File: src/rtl/mcbsp_slave_rx.sv
// McBSP slave receiver: oversamples DSP clkx/fsx/dx in the FPGA clock domain and
// assembles MSB-first words with per-frame word addressing and error strobes.
module mcbsp_slave_rx #(
  parameter int unsigned DATA_W  = 8,
  parameter int unsigned TIMEOUT = 64
) (
  input  logic              mcbsp_clk_in,
  input  logic              mcbsp_rst_n_in,
  input  logic [8:0]        mcbsp_reg_number,
  input  logic              mcbsp_slave_en,
  input  logic              mcbsp_slave_clkx,
  input  logic              mcbsp_slave_fsx,
  input  logic              mcbsp_slave_mosi,
  output logic [DATA_W-1:0] mcbsp_rx_data,
  output logic              mcbsp_rx_valid,
  output logic [8:0]        mcbsp_rx_addr,
  output logic              mcbsp_rx_frame_done,
  output logic              mcbsp_rx_err,
  output logic [63:0]       debug_signal
);

  localparam int unsigned BCW = $clog2(DATA_W);
  localparam int unsigned TCW = $clog2(TIMEOUT);
  localparam int unsigned AW  = 9;

  typedef enum logic [1:0] {
    IDLE    = 2'd0,
    WAIT_FS = 2'd1,
    SHIFT   = 2'd2
  } state_t;

  state_t            state, state_nx;
  logic              clkx_s1, clkx_s2, clkx_s3;
  logic              fsx_s1, fsx_s2;
  logic              mosi_s1, mosi_s2;
  logic              rise;
  logic [BCW-1:0]    bit_cnt;
  logic [AW-1:0]     word_cnt;
  logic [AW-1:0]     n_reg;
  logic [AW-1:0]     n_req;
  logic [AW-1:0]     n_cur;
  logic [TCW-1:0]    tcnt;
  logic [DATA_W-1:0] shreg;
  logic [DATA_W-1:0] shreg_nx;
  logic              last_bit;
  logic              tmo_hit;
  logic              frame_end;
  logic              word_done;
  logic              fs_err;
  logic              tmo_err;

  // Two-flop synchronisers; third clkx flop for rising-edge detect
  always_ff @(posedge mcbsp_clk_in or negedge mcbsp_rst_n_in) begin
    if (!mcbsp_rst_n_in) begin
      clkx_s1 <= 1'b0;
      clkx_s2 <= 1'b0;
      clkx_s3 <= 1'b0;
      fsx_s1  <= 1'b0;
      fsx_s2  <= 1'b0;
      mosi_s1 <= 1'b0;
      mosi_s2 <= 1'b0;
    end else begin
      clkx_s1 <= mcbsp_slave_clkx;
      clkx_s2 <= clkx_s1;
      clkx_s3 <= clkx_s2;
      fsx_s1  <= mcbsp_slave_fsx;
      fsx_s2  <= fsx_s1;
      mosi_s1 <= mcbsp_slave_mosi;
      mosi_s2 <= mosi_s1;
    end
  end

  assign rise      = clkx_s2 & ~clkx_s3;
  assign last_bit  = (bit_cnt == BCW'(DATA_W - 1));
  assign tmo_hit   = (tcnt == TCW'(TIMEOUT - 1));
  assign shreg_nx  = {shreg[DATA_W-2:0], mosi_s2};
  // Frame length is taken live on the first word of a frame, then held
  assign n_req     = (mcbsp_reg_number == '0) ? AW'(1) : mcbsp_reg_number;
  assign n_cur     = (word_cnt == '0) ? n_req : n_reg;
  assign frame_end = (word_cnt == n_cur - AW'(1));

  always_ff @(posedge mcbsp_clk_in or negedge mcbsp_rst_n_in) begin
    if (!mcbsp_rst_n_in) state <= IDLE;
    else                 state <= state_nx;
  end

  always_comb begin
    state_nx = state;
    if (!mcbsp_slave_en) begin
      state_nx = IDLE;
    end else begin
      case (state)
        IDLE:    state_nx = WAIT_FS;
        WAIT_FS: if (rise && fsx_s2) state_nx = SHIFT;
        SHIFT: begin
          if (rise) begin
            if (last_bit && !fsx_s2) state_nx = WAIT_FS;
          end else if (tmo_hit) begin
            state_nx = WAIT_FS;
          end
        end
        default: state_nx = IDLE;
      endcase
    end
  end

  // Per-cycle events decoded from the current state
  always_comb begin
    word_done = 1'b0;
    fs_err    = 1'b0;
    tmo_err   = 1'b0;
    if (mcbsp_slave_en && state == SHIFT) begin
      if (rise) begin
        if (last_bit)                        word_done = 1'b1;
        else if (fsx_s2 && bit_cnt != '0)    fs_err    = 1'b1;
      end else if (tmo_hit) begin
        tmo_err = 1'b1;
      end
    end
  end

  always_ff @(posedge mcbsp_clk_in or negedge mcbsp_rst_n_in) begin
    if (!mcbsp_rst_n_in) begin
      bit_cnt             <= '0;
      word_cnt            <= '0;
      n_reg               <= AW'(1);
      tcnt                <= '0;
      shreg               <= '0;
      mcbsp_rx_data       <= '0;
      mcbsp_rx_valid      <= 1'b0;
      mcbsp_rx_addr       <= '0;
      mcbsp_rx_frame_done <= 1'b0;
      mcbsp_rx_err        <= 1'b0;
    end else begin
      mcbsp_rx_valid      <= 1'b0;
      mcbsp_rx_frame_done <= 1'b0;
      mcbsp_rx_err        <= 1'b0;
      if (!mcbsp_slave_en) begin
        bit_cnt  <= '0;
        word_cnt <= '0;
        tcnt     <= '0;
        shreg    <= '0;
      end else if (state == WAIT_FS) begin
        tcnt <= '0;
        if (rise && fsx_s2) begin
          bit_cnt <= '0;
          shreg   <= '0;
        end
      end else if (state == SHIFT) begin
        if (rise) begin
          tcnt <= '0;
          if (word_done) begin
            mcbsp_rx_data  <= shreg_nx;
            mcbsp_rx_valid <= 1'b1;
            mcbsp_rx_addr  <= word_cnt;
            shreg          <= '0;
            bit_cnt        <= '0;
            if (word_cnt == '0) n_reg <= n_req;
            if (frame_end) begin
              mcbsp_rx_frame_done <= 1'b1;
              word_cnt            <= '0;
            end else begin
              word_cnt <= word_cnt + AW'(1);
            end
          end else if (fs_err) begin
            mcbsp_rx_err <= 1'b1;
            bit_cnt      <= '0;
            shreg        <= '0;
          end else if (!(fsx_s2 && bit_cnt == '0)) begin
            shreg   <= shreg_nx;
            bit_cnt <= bit_cnt + BCW'(1);
          end
        end else if (tmo_err) begin
          mcbsp_rx_err <= 1'b1;
          tcnt         <= '0;
          bit_cnt      <= '0;
          word_cnt     <= '0;
          shreg        <= '0;
        end else begin
          tcnt <= tcnt + TCW'(1);
        end
      end else begin
        tcnt <= '0;
      end
    end
  end

  always_comb begin
    debug_signal        = '0;
    debug_signal[1:0]   = state;
    debug_signal[7:2]   = 6'(bit_cnt);
    debug_signal[16:8]  = word_cnt;
    debug_signal[19:17] = {clkx_s2, fsx_s2, mosi_s2};
    debug_signal[51:20] = 32'(shreg);
  end

endmodule
File: config.mk
export PLATFORM = sky130hd
export DESIGN_NAME = mcbsp_slave_rx
export DESIGN_NICKNAME = d
export VERILOG_FILES = /design/src/rtl/mcbsp_slave_rx.sv
export SDC_FILE = /design/constraint.sdc
export NUM_CORES = 1
export LEC_CHECK = 0
export CAP_MARGIN = 20
export CELL_PAD_IN_SITES_DETAIL_PLACEMENT = 2
export CELL_PAD_IN_SITES_GLOBAL_PLACEMENT = 2
export CORE_ASPECT_RATIO = 2
export CORE_MARGIN = 1.5
export CORE_UTILIZATION = 30
export DETAILED_ROUTE_END_ITERATION = 16
export GPL_ROUTABILITY_DRIVEN = 0
export GPL_TIMING_DRIVEN = 0
export PLACE_DENSITY = 0.78
export SETUP_SLACK_MARGIN = 0.15
export SLEW_MARGIN = 10
export SYNTH_ARGS = -nofsm -noshare
export SYNTH_HDL_FRONTEND = slang
export SYNTH_SLANG_ARGS = --single-unit
File: constraint.sdc
create_clock -name mcbsp_clk_in -period 4.45 [get_ports mcbsp_clk_in]
set_input_delay 0.89 -clock mcbsp_clk_in [delete_from_list [all_inputs] [get_ports mcbsp_clk_in]]
set_output_delay 0.89 -clock mcbsp_clk_in [all_outputs]
set_load 0.02 [all_outputs]
# After elaboration in Yosys (flattened, before gate mapping)
# Index checks and enable logic that the tools add are counted.
# classes
eq_ne,15
n_reduce_logical,15
mux,66
addsub,4
bitwise_logic,3
# ops
cell,n
two-way mux 9 bit,9
two-way mux 8 bit,9
two-way mux 6 bit,5
two-way mux 1 bit,28
two-way mux 3 bit,9
logical NOT 9 bit,2
two-way mux 2 bit,5
adder 9 x 1 -> 9 bit (second input constant),1
equality test 9 bit,1
subtractor 9 x 1 -> 9 bit (second input constant),1
!= test 4 bit (second input constant),2
AND reduction 4 bit,2
adder 6 x 1 -> 6 bit (second input constant),1
equality test 6 bit (second input constant),1
!= test 3 x 1 -> 1 bit (second input constant),2
!= test 6 bit (second input constant),1
case mux 2 bit (3 select lines),1
logical AND 1 bit,5
AND reduction 5 bit,1
!= test 4 x 1 -> 1 bit (second input constant),1
adder 3 x 1 -> 3 bit (second input constant),1
equality test 3 bit (second input constant),1
logical NOT 3 bit,1
!= test 3 x 2 -> 1 bit (second input constant),1
11 further kinds,12
# word_totals
out_inout_bits,84
in_bits,15
ff_bits,64

# Longest topological paths before layout
# logic_depth
depth_word,12
ltp_mapped,16

# Least setup slack after synthesis
# Ideal clock, no wire load.
# synth_path
path_kind,input to register
startpoint,in mcbsp_reg_number[6]
endpoint,reg word_cnt[7]
setup_time_ns,0.124
cell_stages,14
t_arrival_ns,3.442
path_slack_ns,0.884
cell_sequence,nor4_1 > a31oi_1 > a21oi_1 > inv_1 > ha_1 > nand2b_1 > a211oi_1 > a21oi_1 > xnor2_1 > nand4_1 > o31ai_2 > buf_6 > nor2_1 > a211o_1
# synth_via
elab_chain_len,11
# synth_rtl
element,line_no,source
start: declaration,9,"input logic [8:0] mcbsp_reg_number,"
logical NOT 9 bit,78,assign n_req = (mcbsp_reg_number == '0) ? AW'(1) : mcbsp_reg_number;
two-way mux 9 bit *,78,
two-way mux 9 bit *,--,
subtractor 9 x 1 -> 9 bit *,80,assign frame_end = (word_cnt == n_cur - AW'(1));
equality test 9 bit *,80,
two-way mux 9 bit *,159,if (frame_end) begin
two-way mux 9 bit *,152,if (word_done) begin
two-way mux 9 bit *,150,if (rise) begin
two-way mux 9 bit *,149,end else if (state == SHIFT) begin
two-way mux 9 bit *,143,end else if (state == WAIT_FS) begin
two-way mux 9 bit *,138,if (!mcbsp_slave_en) begin
end signal: assignment,163,word_cnt <= word_cnt + AW'(1);
end: declaration,38,logic [AW-1:0] word_cnt;
# Every way passes the cells marked *; elsewhere a longest branch is shown, timed or not. The select of a mux whose other input is x is not followed.
# A chain may end at the register's enable or synchronous reset.

# Worst setup path in the final report
# layout_path
startpoint,in mcbsp_reg_number[5]
endpoint,reg word_cnt[7]
# The elaborated chain is that of the path after synthesis.

==> results <==
- The flow ran to the end, and the final reports show no timing, DRC or antenna violations.
- The die is 158 um tall.
- The fmax is 0.240 GHz.
- The endpoint type of the worst setup path is a register.
- The overall global routing resource usage is 17.8%.
- The average cell area after synthesis is 10.2 um^2.
- The startpoint identified for the worst hold timing path is mosi_s1$_DFF_PN0_.
- Across the run, the number of max-cap violations was 0.
- 99 I/O pins were placed.
- Clock-pin slew was measured on the worst setup and hold paths at 60 ps.
- The initial antenna violation count was 0.
- The adder-cell share of the synthesized area is 2.42%.
- In this run the cell area measured after placement is 4560 um^2.
- The number of clock buffers added by TritonCTS is 9.
- Summed over its instances, the top area cell type makes up 43.6% of the synthesized netlist area.
- Summing over every cut layer, the via total after detailed routing is 2998.
- The effective utilization at floorplan is 30.7%.
- STA puts the critical path data arrival time at 4380 ps.
- After layout, the worst setup slack is 285 ps.
- The first-pass GRT wire length is 17.0 mm.
- With fillers left out, the area of the finished cells amounts to 4910 um^2.
- For the worst-skew pair, the clock arrives at the later sink with an insertion delay of 330 ps.
- The detailed router finished its first iteration with 47 violations.
- The transition time of the tightest slew-check pin is 732 ps.
- The setup check on the worst reg-to-reg path leaves a slack of 440 ps.
- In this run the tool buffered the top-level ports with 59 buffer cells.
- The worst hold path endpoint is mosi_s2$_DFF_PN0_.
- 0 antenna diodes ended up in the layout.
- From left edge to right edge, the die measures 80.7 um.
- Before CTS, the worst setup slack after placement is -568 ps.
- In the post-synthesis netlist, the cell with the most instances is sky130_fd_sc_hd__dfrtp_1.
- The largest total area in the synthesized netlist belongs to sky130_fd_sc_hd__dfrtp_1.
- The synthesized flop and latch total is 64.
- The primary flip-flop cell chosen by synthesis mapping is sky130_fd_sc_hd__dfrtp_1.
- The count of final setup violators is 0.
- After synthesis, the largest family of logic cells by area is simple AND/OR/NAND/NOR gates.
- Once detailed placement completed, the half-perimeter wirelength came to 8.11 mm.
- The final antenna-violating net count is 0.
- The clock tree root buffer cell is sky130_fd_sc_hd__clkbuf_16.
- The maximum clock path buffer count is 2.
- The sequential element share of the synthesized area is 44.3%.
- The footprint of the flip-flops and latches is 1600 um^2.
- Yosys attributes the largest share of cell area to sky130_fd_sc_hd__dfrtp_1, sky130_fd_sc_hd__buf_4, sky130_fd_sc_hd__mux2_2.
- The clock tree from TritonCTS is built.
- The critical path class is in -> reg.
- The floorplan step defined a die boundary enclosing 12800 um^2.
- Yosys mapped the design onto 58 distinct sky130hd cell types.
- In this run the static leakage power is 2.28 nW.
- The worst pin sits at a relative slew slack of 50.0%.
- The portion of synthesized area spent on multiplexers is 9.47%.
- The final-report max-slew violation count is 0.
- Across the VDD grid, the largest voltage drop is 0.000174 V.
- The startpoint identified for the worst register-to-register timing path is word_cnt[0]$_DFFE_PN0P_.
- The number of global-route vias before repair is 3333.
- Compared with the post-synthesis result, the final layout area differs by 35.7%.
- The final cycle utilization of the critical path is 93.6%.
- The path class of the tightest hold or removal check is reg -> reg.
- The commonest cells after synthesis are sky130_fd_sc_hd__dfrtp_1, sky130_fd_sc_hd__buf_4, sky130_fd_sc_hd__nand2_1, sky130_fd_sc_hd__mux2_2, sky130_fd_sc_hd__nor2_1.
- Counting flops with a built-in enable in the synthesized netlist gives 0.
- The worst endpoint required time is 4670 ps.
- The number of hold violations in the final report is 0.
- The number of H-tree levels is 3.
- The tree built by TritonCTS fans out to 64 sinks.
- The total area inside the core boundary comes to 11800 um^2.
- The number of cells traversed by the worst register-to-register path is 16.
- STA classifies the critical path startpoint as an input port.
- The layout filler cell count is 1291.
- The number of cells on the worst hold path is 0.
- Final hold analysis gives a worst-case slack of 348 ps.
- After global routing the overflow that remains totals 0.
- Wires add up to 10.7 mm.
- In this run the power density over the cells is 292 nW/um^2.
- The synthesized netlist devotes 11.0% of its cell area to compound gates.
- The number of detailed-route iterations in the first pass is 4.
- The synthesized netlist occupies a cell area of 3620 um^2.
- The post-route netlist has 22.9% of its cells at a drive strength greater than 1.
- The cell count after synthesis is 355.
- The remaining design rule violation count is 0.
- The final net count is 489.
- The total number of placement rows is 56.
- The design draws 1.43 mW.
- In the routed layout, each cell is associated on average with a via count of 4.86.
- The worst flop-to-flop path endpoint is word_cnt[7]$_DFFE_PN0P_.
- On the final layout, the worst clock skew is 9.42 ps.
- Summing all multi-input logic gate instances after layout gives 1770 um^2.
- Entering global routing, the biggest net connects 49 pins.
- Of the total synthesized cell area, the portion taken by XOR and XNOR cells is 3.87%.
- Yosys printed 0 warnings.
- Setup repair after global routing left no endpoint under its margin.
- Of the total synthesized cell area, the portion taken by AND, OR, NAND and NOR gates is 17.0%.
- The routed length per placed instance is 17.3 um.
- At the end of the flow the core is filled with cells to 41.7%.
- The worst path in the final design needs a cycle of 4170 ps, including I/O delays and setup.
- Of all flip-flops after synthesis, the portion carrying an async set or reset was 100%.
- In this run the worst path has a maximum fanout of 10.
==> through the flow <==
| step | cells | TNS (ps) |
|---|---|---|
| floorplan | 393 | 0 |
| global placement | 597 | -4250 |
| detailed placement | 599 | -4360 |
| CTS | 615 | 0 |
| global route | 617 | 0 |
| finish | 617 | 0 |
==> layout by cell type (no fill, tap or decap), types with 10 or more instances in the layout <==
cell | netlist | layout
sky130_fd_sc_hd__buf_4 | 42 | 45
sky130_fd_sc_hd__dfrtp_1 | 63 | 63
sky130_fd_sc_hd__inv_1 | 10 | 10
sky130_fd_sc_hd__nand2b_1 | 13 | 13
sky130_fd_sc_hd__conb_1 | 1 | 39
sky130_fd_sc_hd__nand2_1 | 34 | 34
sky130_fd_sc_hd__xnor2_1 | 13 | 13
sky130_fd_sc_hd__nand3_1 | 10 | 10
sky130_fd_sc_hd__clkdlybuf4s50_1 | 0 | 58
sky130_fd_sc_hd__mux2_2 | 26 | 26
sky130_fd_sc_hd__nor2_1 | 20 | 20
sky130_fd_sc_hd__o21ai_0 | 18 | 18
==> worst max-delay path: stages <==
cell and delay, ps:
sky130_fd_sc_hd__clkdlybuf4s50_1 530, sky130_fd_sc_hd__nor4_4 420, sky130_fd_sc_hd__a31oi_1 180, sky130_fd_sc_hd__a21oi_2 240, sky130_fd_sc_hd__inv_1 70, sky130_fd_sc_hd__ha_1 290
sky130_fd_sc_hd__nand2b_1 200, sky130_fd_sc_hd__nor3_1 90, sky130_fd_sc_hd__xnor2_1 140, sky130_fd_sc_hd__mux2i_1 230, sky130_fd_sc_hd__nand4_1 220, sky130_fd_sc_hd__o31ai_4 370
sky130_fd_sc_hd__buf_6 200, sky130_fd_sc_hd__nor2_1 60, sky130_fd_sc_hd__a211o_1 250
==> worst max path at each step <==
stage,from,end,depth (start not counted)
global route,mcbsp_reg_number[5],word_cnt[7]$_DFFE_PN0P_,15
finish,mcbsp_reg_number[5],word_cnt[7]$_DFFE_PN0P_,15
CTS,mcbsp_reg_number[4],word_cnt[7]$_DFFE_PN0P_,15
floorplan,mcbsp_reg_number[6],word_cnt[7]$_DFFE_PN0P_,14
detailed placement,mcbsp_reg_number[4],word_cnt[7]$_DFFE_PN0P_,15
global placement,mcbsp_reg_number[4],word_cnt[7]$_DFFE_PN0P_,15
==> cells by family after synthesis <==
logic type,count (synthesis)
AO/OA/AOI/OAI,59
multiplexers,31
AND/OR/NAND/NOR,112
buffers and inverters,65
other,1
XOR/XNOR,16
flip-flops,64
adder cells (fa/ha/maj),7
==> metal layers <==
layer | vias up | GRT usage (%) | wire length [um]
met5 | - | 0 | 0
met4 | 0 | 8.37 | 317
met3 | 19 | 3.61 | 472
met2 | 85 | 34.8 | 6270
met1 | 1527 | 17.0 | 3600
li1 | 1367 | - | -
==> layout make-up <==
type,count,area share [%]
buffer,55,7.95
clock buffer,9,4.59
clock inverter,7,1.45
inverter,10,0.764
multi-input combinational,264,36.0
sequential,64,32.6
tap,145,3.69
timing repair buffer,63,12.9
==> report_power, final <==
group	internal, mW	total, mW	switching (mW)
clock	0.433	0.697	0.264
sequential	0.587	0.592	0.00461
combinational	0.0598	0.145	0.0850
total	1.08	1.43	0.354
==> what timing repair did <==
action / CTS / global route
gates resized for setup: 4 / 1
pin swaps: 0 / 2
endpoints found under the setup margin: 10 / 7
hold buffers: 0 / 0
setup buffers: 0 / 2
No activity file was read; power rests on OpenSTA's default activity.
